--- config.mk ---
export PLATFORM = sky130hd
export DESIGN_NAME = dmem_arbiter_flat
export DESIGN_NICKNAME = d
export VERILOG_FILES = /design/src/rtl/dmem_arbiter_if.sv /design/src/rtl/dmem_arbiter.sv /design/src/flat_wrapper.sv
export SDC_FILE = /design/constraint.sdc
export NUM_CORES = 1
export LEC_CHECK = 0
export ABC_AREA = 1
export BUFFER_PORTS_ARGS = -buffer_cell sky130_fd_sc_hd__clkbuf_2
export CAP_MARGIN = 15
export CORE_ASPECT_RATIO = 1.4
export CORE_MARGIN = 3
export CORE_UTILIZATION = 35
export CTS_CLUSTER_DIAMETER = 60
export CTS_CLUSTER_SIZE = 10
export DETAILED_ROUTE_END_ITERATION = 8
export HOLD_SLACK_MARGIN = 0.12
export SKIP_CTS_REPAIR_TIMING = 1
export SLEW_MARGIN = 40
export SYNTH_ARGS = -nofsm -noshare
export SYNTH_HDL_FRONTEND = slang
export SYNTH_SLANG_ARGS = --single-unit
--- constraint.sdc ---
create_clock -name clk -period 11.35 [get_ports clk]
set_clock_uncertainty 0.2 [all_clocks]
set_input_delay 0.5675 -clock clk [delete_from_list [all_inputs] [get_ports clk]]
set_output_delay 0.5675 -clock clk [all_outputs]
set_load 0.02 [all_outputs]
--- src/rtl/dmem_arbiter_if.sv ---
// Requester and data-memory bus of the data-memory arbiter.
// The slave side is the arbiter; the master side is the environment (requesters plus memory array).
interface dmem_arbiter_if #(
   parameter int unsigned ADDR_W = 5
);
   logic [2:0]          req;
   logic [2:0]          we;
   logic [2:0]          swap;
   logic [3*ADDR_W-1:0] addr;
   logic [95:0]         wdata;
   logic [2:0]          ack;
   logic [31:0]         rdata;
   logic                busy;
   logic [ADDR_W-1:0]   mem_addr;
   logic                mem_we;
   logic [7:0]          mem_wdata;
   logic [7:0]          mem_rdata;

   modport master (
      output req, we, swap, addr, wdata, mem_rdata,
      input  ack, rdata, busy, mem_addr, mem_we, mem_wdata
   );

   modport slave (
      input  req, we, swap, addr, wdata, mem_rdata,
      output ack, rdata, busy, mem_addr, mem_we, mem_wdata
   );
endinterface

--- src/rtl/dmem_arbiter.sv ---
// Round-robin arbiter sharing a byte-wide data memory between three word requesters.
// Each word access is serialised big-endian over four byte cycles; swap is an atomic read-then-write.
module dmem_arbiter #(
   parameter int unsigned ADDR_W = 5
) (
   input logic           clk,
   input logic           reset,
   dmem_arbiter_if.slave bus
);
   localparam int unsigned WORD_W = 32;
   localparam int unsigned BYTE_W = 8;

   typedef enum logic [1:0] {IDLE, RD, WR, DONE} state_t;

   state_t              state;
   logic [1:0]          cnt;
   logic [1:0]          cnt_nx;
   logic [1:0]          gnt;
   logic [1:0]          last_grant;
   logic [1:0]          pick;
   logic [ADDR_W-1:0]   base;
   logic [ADDR_W-1:0]   addr_sel;
   logic [WORD_W-1:0]   wbuf;
   logic [WORD_W-1:0]   shift;
   logic [WORD_W-1:0]   wdata_sel;
   logic                op_swap;
   logic                op_write;
   logic                wr_sel;

   function automatic logic [BYTE_W-1:0] byte_sel(input logic [WORD_W-1:0] w, input logic [1:0] i);
      case (i)
         2'd0:    byte_sel = w[31:24];
         2'd1:    byte_sel = w[23:16];
         2'd2:    byte_sel = w[15:8];
         default: byte_sel = w[7:0];
      endcase
   endfunction

   function automatic logic [WORD_W-1:0] byte_put(input logic [WORD_W-1:0] w, input logic [1:0] i,
                                                  input logic [BYTE_W-1:0] b);
      byte_put = w;
      case (i)
         2'd0:    byte_put[31:24] = b;
         2'd1:    byte_put[23:16] = b;
         2'd2:    byte_put[15:8]  = b;
         default: byte_put[7:0]   = b;
      endcase
   endfunction

   assign cnt_nx = cnt + 2'd1;

   // Round-robin winner: search starts just after the last granted requester
   always_comb begin
      pick = 2'd0;
      case (last_grant)
         2'd0: begin
            if (bus.req[1])      pick = 2'd1;
            else if (bus.req[2]) pick = 2'd2;
            else                 pick = 2'd0;
         end
         2'd1: begin
            if (bus.req[2])      pick = 2'd2;
            else if (bus.req[0]) pick = 2'd0;
            else                 pick = 2'd1;
         end
         default: begin
            if (bus.req[0])      pick = 2'd0;
            else if (bus.req[1]) pick = 2'd1;
            else                 pick = 2'd2;
         end
      endcase
   end

   // Request fields of the candidate winner
   always_comb begin
      addr_sel  = bus.addr[0 +: ADDR_W];
      wdata_sel = bus.wdata[0 +: WORD_W];
      case (pick)
         2'd1: begin
            addr_sel  = bus.addr[ADDR_W +: ADDR_W];
            wdata_sel = bus.wdata[WORD_W +: WORD_W];
         end
         2'd2: begin
            addr_sel  = bus.addr[2*ADDR_W +: ADDR_W];
            wdata_sel = bus.wdata[2*WORD_W +: WORD_W];
         end
         default: ;
      endcase
      wr_sel = bus.we[pick] & ~bus.swap[pick];
   end

   // Transaction sequencer; memory strobes are launched one edge ahead of their byte cycle
   always_ff @(posedge clk or posedge reset) begin
      if (reset) begin
         state         <= IDLE;
         cnt           <= 2'd0;
         gnt           <= 2'd0;
         last_grant    <= 2'd2;
         base          <= '0;
         wbuf          <= '0;
         shift         <= '0;
         op_swap       <= 1'b0;
         op_write      <= 1'b0;
         bus.ack       <= 3'b000;
         bus.rdata     <= '0;
         bus.busy      <= 1'b0;
         bus.mem_addr  <= '0;
         bus.mem_we    <= 1'b0;
         bus.mem_wdata <= '0;
      end else begin
         bus.ack <= 3'b000;
         case (state)
            IDLE: begin
               if (|bus.req) begin
                  gnt          <= pick;
                  last_grant   <= pick;
                  base         <= addr_sel;
                  wbuf         <= wdata_sel;
                  op_swap      <= bus.swap[pick];
                  op_write     <= wr_sel;
                  cnt          <= 2'd0;
                  bus.busy     <= 1'b1;
                  bus.mem_addr <= addr_sel;
                  if (wr_sel) begin
                     state         <= WR;
                     bus.mem_we    <= 1'b1;
                     bus.mem_wdata <= byte_sel(wdata_sel, 2'd0);
                  end else begin
                     state      <= RD;
                     bus.mem_we <= 1'b0;
                  end
               end
            end
            RD: begin
               shift        <= byte_put(shift, cnt, bus.mem_rdata);
               cnt          <= cnt_nx;
               bus.mem_addr <= base + ADDR_W'(cnt_nx);
               if (cnt == 2'd3) begin
                  if (op_swap) begin
                     state         <= WR;
                     bus.mem_we    <= 1'b1;
                     bus.mem_wdata <= byte_sel(wbuf, 2'd0);
                  end else begin
                     state     <= DONE;
                     bus.ack   <= 3'b001 << gnt;
                     bus.rdata <= byte_put(shift, cnt, bus.mem_rdata);
                  end
               end
            end
            WR: begin
               cnt           <= cnt_nx;
               bus.mem_addr  <= base + ADDR_W'(cnt_nx);
               bus.mem_wdata <= byte_sel(wbuf, cnt_nx);
               if (cnt == 2'd3) begin
                  state      <= DONE;
                  bus.mem_we <= 1'b0;
                  bus.ack    <= 3'b001 << gnt;
                  bus.rdata  <= op_write ? '0 : shift;
               end
            end
            DONE: begin
               state      <= IDLE;
               bus.busy   <= 1'b0;
               bus.mem_we <= 1'b0;
               bus.rdata  <= '0;
            end
            default: state <= IDLE;
         endcase
      end
   end
endmodule

--- src/flat_wrapper.sv ---
// flat-port wrapper written by rule: the top's interface ports become plain ports
module dmem_arbiter_flat 
#(
   parameter int unsigned ADDR_W = 5
)
  (clk, reset, bus_req, bus_we, bus_swap, bus_addr, bus_wdata, bus_mem_rdata, bus_ack, bus_rdata, bus_busy, bus_mem_addr, bus_mem_we, bus_mem_wdata);
  dmem_arbiter_if #(.ADDR_W(ADDR_W)) bus_i ();
  input logic clk;
  input logic reset;
  input wire logic [$bits(bus_i.req)-1:0] bus_req;
  input wire logic [$bits(bus_i.we)-1:0] bus_we;
  input wire logic [$bits(bus_i.swap)-1:0] bus_swap;
  input wire logic [$bits(bus_i.addr)-1:0] bus_addr;
  input wire logic [$bits(bus_i.wdata)-1:0] bus_wdata;
  input wire logic [$bits(bus_i.mem_rdata)-1:0] bus_mem_rdata;
  output wire logic [$bits(bus_i.ack)-1:0] bus_ack;
  output wire logic [$bits(bus_i.rdata)-1:0] bus_rdata;
  output wire logic [$bits(bus_i.busy)-1:0] bus_busy;
  output wire logic [$bits(bus_i.mem_addr)-1:0] bus_mem_addr;
  output wire logic [$bits(bus_i.mem_we)-1:0] bus_mem_we;
  output wire logic [$bits(bus_i.mem_wdata)-1:0] bus_mem_wdata;
  assign bus_i.req = bus_req;
  assign bus_i.we = bus_we;
  assign bus_i.swap = bus_swap;
  assign bus_i.addr = bus_addr;
  assign bus_i.wdata = bus_wdata;
  assign bus_i.mem_rdata = bus_mem_rdata;
  assign bus_ack = bus_i.ack;
  assign bus_rdata = bus_i.rdata;
  assign bus_busy = bus_i.busy;
  assign bus_mem_addr = bus_i.mem_addr;
  assign bus_mem_we = bus_i.mem_we;
  assign bus_mem_wdata = bus_i.mem_wdata;
  dmem_arbiter #(.ADDR_W(ADDR_W)) u_core (.clk(clk), .reset(reset), .bus(bus_i));
endmodule
==> results of run 1 <==
-- per-layer routing --
layer	up-vias	share of wire [%]	GRT usage, %	wire length, um
met5	-	0	0	0
met4	0	2.4	7.10	467
met3	31	4.9	3.86	974
met2	215	52	32.7	10300
met1	2994	41	22.2	8050
li1	3254	-	-	-
-- sequential cells by signal, summed over array words and instances, names as in the netlist, 3 cells and up --
register,count
u_core.wbuf,32
u_core.bus.ack,3
u_core.bus.mem_wdata,8
u_core.bus.rdata,32
u_core.bus.mem_addr,5
u_core.base,5
u_core.shift,32
-- cell usage after synthesis (2+ instances only) --
library cell  count
nand3_1          16
nand2_1         177
nand2_2           6
a22oi_1           8
ha_1             15
o21ai_0         143
o2bb2ai_1        11
nand2_8           2
a31o_2            8
inv_2             4
o21a_1            2
dfrtp_1         127
o22a_1            2
buf_4             3
a21oi_1          99
a22o_1           24
buf_1             8
nand4_1           3
clkbuf_1         27
inv_1            36
nor3_1           36
o211ai_1          3
buf_2            19
buf_6             3
nor2_1           68
-- cell families after synthesis --
family          after synthesis
simple gates                312
fa+ha+maj                    16
compound gates              304
flops                       128
buf+inv                     101
xor+xnor                      2
-- final cells by class --
cell class                      count  area, um2
Clock buffer                       26        479
Clock inverter                      6        108
Fill cell                        1985      10800
Inverter                           41        161
Multi-Input combinational cell    634       3310
Sequential cell                   128       3200
Tap cell                          248        310
Timing Repair Buffer              190        992
-- power by group through the flow --
stage | clock network (mW) | logic (mW) | registers (mW)
after floorplan | 0 | 1.17 | 0.922
after global placement | 0 | 1.63 | 0.853
after detailed placement | 0 | 1.66 | 0.856
after CTS | 0.559 | 1.67 | 0.850
after global routing | 0.582 | 1.88 | 0.879
final | 0.548 | 1.65 | 0.849
-- worst reg2reg max path, stage by stage, from the launching register on --
cell       delay, ps
dfstp_2          570
nand3_1          150
nand3_2          150
inv_1             60
ha_1             260
buf_4            330
clkinv_1         130
buf_4            260
o2bb2ai_1        330
a22oi_1          160
nand3_1          120
nand2_1           50
-- worst min-delay path by stage --
stage                               from                          end  slack (ps)
3_3_place_gp   u_core.gnt[1]$_DFFE_PP0P_  u_core.bus.ack[0]$_DFF_PP0_         220
5_1_grt                    bus_wdata[11]  u_core.wbuf[11]$_DFFE_PP0P_         230
2_1_floorplan  u_core.gnt[1]$_DFFE_PP0P_  u_core.bus.ack[0]$_DFF_PP0_         210
3_5_place_dp   u_core.gnt[1]$_DFFE_PP0P_  u_core.bus.ack[0]$_DFF_PP0_         230
4_1_cts                            reset  u_core.bus.ack[2]$_DFF_PP0_          50
6_report                    bus_wdata[3]   u_core.wbuf[3]$_DFFE_PP0P_         230
==> results.json, run 1 <==
{
  "outcome": "finished clean",
  "critPathCaptureType": "flop",
  "initial_utilization_pct": 35.8,
  "cp-startpoint": "u_core.last_grant[1]$_DFFE_PP1P_",
  "grt_pass1_wl_um": 32800,
  "io_buffers": 179,
  "relSlewSlack_pct": 46.5,
  "setup-tns-final_ps": 0,
  "grt_max_degree": 70,
  "hp-class": "input pin to flop",
  "htreeDepth": 4,
  "synth_seq_cells": 128,
  "regToRegStartpoint": "u_core.last_grant[1]$_DFFE_PP1P_",
  "netlist_area_um2": 6940,
  "synth_mux_area_share_pct": 0,
  "drive_above_1_share_pct": 24.1,
  "synth_seq_area_share_pct": 46.2,
  "power.switching_mw": 1.42,
  "placed_cell_area_um2": 7960,
  "syn_inst": 863,
  "switching_share_pct": 46.7,
  "totalPowerFinal_mw": 3.04,
  "n_antenna_cell": 0,
  "die_h_um": 173,
  "vias_per_cell": 5.10,
  "drtPass1Iterations": 5,
  "min_delay_path_depth": 3,
  "io_pins": 180,
  "pre_cts_slack_ps": 8330,
  "vdd_drop_max_v": 0.000207,
  "layout.cells.non_filler": 1273,
  "internal-power_mw": 1.62,
  "slowest_stage": "dfstp_2",
  "finalSetupViolations": 0,
  "wl_per_cell_um": 15.5,
  "power.density_nw_per_um2": 355,
  "finalNetCount": 1158,
  "r2r-end": "u_core.bus.mem_wdata[2]$_DFFE_PP0P_",
  "finalHoldViolations": 0,
  "insertion_delay_ps": 420,
  "postSynthAreaPerCell_um2": 8.04,
  "drc": 0,
  "worst_hold_slack_ps": 231,
  "post-route-min-period_ps": 2870,
  "worstSetupEndpoint": "u_core.bus.mem_wdata[2]$_DFFE_PP0P_",
  "cts_max_path_buffers": 2,
  "place.gp.congestion": 0.886,
  "vias": 6494,
  "synth_top_family_by_area": "compound AO/OA/AOI/OAI gates",
  "rsz0062_at_grt": "no",
  "grt_overflow": 0,
  "dieArea_um2": 21600,
  "leakagePower_nw": 4.05,
  "cts_tree": "built",
  "synth-compound-area-share_pct": 25.2,
  "synth-xor-area-share_pct": 0.252,
  "pwr-share-comb_pct": 54.1,
  "place_hpwl_um": 14100,
  "critical-path-max-stage-delay_ps": 570,
  "dp_cells": 1240,
  "synthFlopType": "dfrtp_1",
  "yosys.area_share.simple_pct": 19.1,
  "async_flop_share_pct": 100,
  "layout_commonest_cell": "clkbuf_2",
  "cts_buffers": 17,
  "slew_viol_final": 0,
  "die-width_um": 125,
  "synth.area.top_cells": "dfrtp_1 (46%), o21ai_0 (10%), nand2_1 (9.6%)",
  "cp.arrival_ps": 2970,
  "synthAdderAreaFrac_pct": 2.99,
  "final_area_um2": 8560,
  "cpLargestDelayFamily": "buffers and inverters",
  "fin_util_pct": 44.2,
  "synth_edf_count": 0,
  "clock_power_share_pct": 18.0,
  "rows": 60,
  "path_cells": "nand3_1 > nand3_2 > inv_1 > ha_1 > buf_4 > clkinv_1 > buf_4 > o2bb2ai_1 > a22oi_1 > nand3_1 > nand2_1",
  "root_buffer": "clkbuf_16",
  "clk_pin_slew_ps": 60,
  "setup_ws_ps": 8480,
  "max_freq_mhz": 348,
  "syn_nets": 1009,
  "grt_usage_pct": 18.6,
  "crit_fanout": 38,
  "areaGrowthSynthToFinish_pct": 23.4,
  "critical_path_required_ps": 11450,
  "ant_nets": 0,
  "critPathKind": "flop to flop",
  "yosys.area.top_type": "dfrtp_1",
  "synth.distinct_cells": 38,
  "coreArea_um2": 19400,
  "yosys_warnings": 0,
  "cp.depth": 11,
  "ff2ff_path_depth": 11,
  "reg2reg_slack_ps": 8480,
  "finalCritPeriodShare_pct": 25.3,
  "cts_sinks": 128,
  "synth_top_area_share_pct": 45.8,
  "power.sequential.fraction_pct": 27.9,
  "drt_wl_total_um": 19800,
  "tightest_slew_ps": 803,
  "critPathBufInv": 4,
  "drt_iter0_markers": 413,
  "cp-start-kind": "flop",
  "maxCapViolCount": 0,
  "grt_pass1_vias": 6511,
  "mostFrequentLayoutCells": "clkbuf_2 (179), nand2_1 (177), o21ai_0 (143), dfrtp_1 (127), a21oi_1 (99)",
  "antenna_found_initial": 0
}
Note: power is estimated with default switching activity, not from simulation.
==> run 2, diff against run 1 <==
==> constraint.sdc (replaced) <==
create_clock -name clk -period 2.86 [get_ports clk]
set_clock_uncertainty 0.2 [all_clocks]
set_input_delay 0.143 -clock clk [delete_from_list [all_inputs] [get_ports clk]]
set_output_delay 0.143 -clock clk [all_outputs]
set_load 0.02 [all_outputs]
==> results.json, run 2 (synthesis gave the netlist of run 1 again) <==
{
  "outcome": "finished clean",
  "internal-power_mw": 6.72,
  "finalCritPeriodShare_pct": 96.3,
  "grt_overflow": 0,
  "drtPass1Iterations": 5,
  "pwr-share-comb_pct": 56.2,
  "finalNetCount": 1286,
  "die-width_um": 125,
  "layout.cells.non_filler": 1398,
  "switching_share_pct": 46.2,
  "power.switching_mw": 5.77,
  "placed_cell_area_um2": 8050,
  "cts_buffers": 17,
  "antenna_found_initial": 0,
  "power.sequential.fraction_pct": 26.8,
  "io_pins": 180,
  "slowest_stage": "dfstp_2",
  "fillers": 1798,
  "insertion_delay_ps": 420,
  "n_antenna_cell": 0,
  "critPathCaptureType": "flop",
  "cts_tree": "built",
  "cpLargestDelayFamily": "buffers and inverters",
  "critical_path_required_ps": 2960,
  "path_cells": "nor2_1 > nand3b_2 > ha_1 > buf_4 > a22o_1 > dlygate4sd3_1 > o21ai_0 > o21ai_0",
  "die_h_um": 173,
  "slew_viol_final": 0,
  "place_hpwl_um": 14500,
  "ant_nets": 0,
  "leakagePower_nw": 4.63,
  "final_area_um2": 9840,
  "vias": 7128,
  "fin_util_pct": 50.8,
  "cts_max_path_buffers": 2,
  "grt_pass1_vias": 6533,
  "drc": 0,
  "maxCapViolCount": 0,
  "mostFrequentLayoutCells": "clkbuf_2 (179), nand2_1 (177), o21ai_0 (143), dfrtp_1 (127), dlygate4sd3_1 (122)",
  "root_buffer": "clkbuf_16",
  "critPathKind": "flop to flop",
  "pre_cts_slack_ps": 471,
  "areaGrowthSynthToFinish_pct": 41.8,
  "htreeDepth": 4,
  "crit_fanout": 37,
  "hp-class": "input pin to flop",
  "cp.arrival_ps": 2850,
  "cts_sinks": 128,
  "tightest_slew_ps": 768,
  "grt_pass1_wl_um": 33400,
  "io_buffers": 179,
  "drive_above_1_share_pct": 22.0,
  "cp-start-kind": "flop",
  "power.density_nw_per_um2": 1270,
  "largestRegisters": "u_core.bus.rdata x32, u_core.shift x32, u_core.wbuf x32",
  "drt_wl_total_um": 22700,
  "drt_iter0_markers": 519,
  "critPathBufInv": 2,
  "dp_cells": 1247,
  "path_common_cell": "o21ai_0",
  "vdd_drop_max_v": 0.000693,
  "layout_commonest_cell": "clkbuf_2",
  "finalHoldViolations": 0,
  "clk_pin_slew_ps": 50,
  "critical-path-max-stage-delay_ps": 570,
  "rows": 60,
  "initial_utilization_pct": 35.8,
  "max_freq_mhz": 363,
  "place.gp.congestion": 0.967,
  "dieArea_um2": 21600,
  "setup_ws_ps": 106,
  "finalSetupViolations": 0,
  "setup-tns-final_ps": 0,
  "clock_power_share_pct": 16.9,
  "wl_per_cell_um": 16.2,
  "grt_usage_pct": 19.0,
  "vias_per_cell": 5.10,
  "grt_max_degree": 92,
  "coreArea_um2": 19400,
  "post-route-min-period_ps": 2750,
  "relSlewSlack_pct": 48.7
}
## run 2: cell type report
type                    count  area, um2  share of cell area, %
clock buffers              23        488                   4.96
well taps                 248        310                   3.15
flip-flops and latches    128       3200                   32.6
repair buffers            318       2290                   23.3
multi-input cells         634       3300                   33.6
inverters                  41        158                   1.60
clock inverters             6       82.6                  0.839
## run 2: tightest hold or removal path, delay by kind of cell
| family | cells | cell delay [ps] |
|---|---|---|
| AND/OR/NAND/NOR | 1 | 80 |
| AO/OA/AOI/OAI | 2 | 230 |
| buffers and inverters | 2 | 190 |
## run 2: per-layer routing
metal / wire length (um) / track usage (%) / vias up
li1: - / - / 3498
met1: 9030 / 22.4 / 3321
met2: 11900 / 34.3 / 268
met3: 1300 / 4.73 / 41
met4: 487 / 5.33 / 0
met5: 0 / 0 / -
## run 2: path summary, 6_finish.rpt
| check | from | end | slack, ps | depth (start not counted) |
|---|---|---|---|---|
| worst max-delay path | u_core.last_grant[1]$_DFFE_PP1P_ | u_core.wbuf[2]$_DFFE_PP0P_ | 110 | 8 |
| worst min-delay path | bus_mem_rdata[3] | u_core.shift[27]$_DFFE_PP0P_ | 70 | 5 |
| worst max register to register | u_core.last_grant[1]$_DFFE_PP1P_ | u_core.wbuf[2]$_DFFE_PP0P_ | 110 | 8 |
| worst min register to register | u_core.gnt[1]$_DFFE_PP0P_ | u_core.bus.ack[0]$_DFF_PP0_ | 230 | 1 |
| max in group asynchronous | reset | u_core.bus.rdata[5]$_DFFE_PP0P_ | 1530 | 4 |
| min in group asynchronous | reset | u_core.bus.rdata[10]$_DFFE_PP0P_ | 110 | 3 |
## run 2: through the flow
stage | power [mW] | hold WS, ps
2_1_floorplan | 8.29 | 131
3_3_place_gp | 9.99 | -0.534
3_5_place_dp | 10.1 | 5.27
4_1_cts | 12.3 | -438
5_1_grt | 13.7 | 125
6_report | 12.5 | 69.6
## run 2: power by group through the flow
stage,clock network [mW],registers [mW],logic (mW)
after floorplan,0,3.66,4.63
after global placement,0,3.35,6.64
after detailed placement,0,3.37,6.74
after CTS,2.16,3.35,6.77
after global routing,2.25,3.46,7.94
final,2.11,3.35,7.03
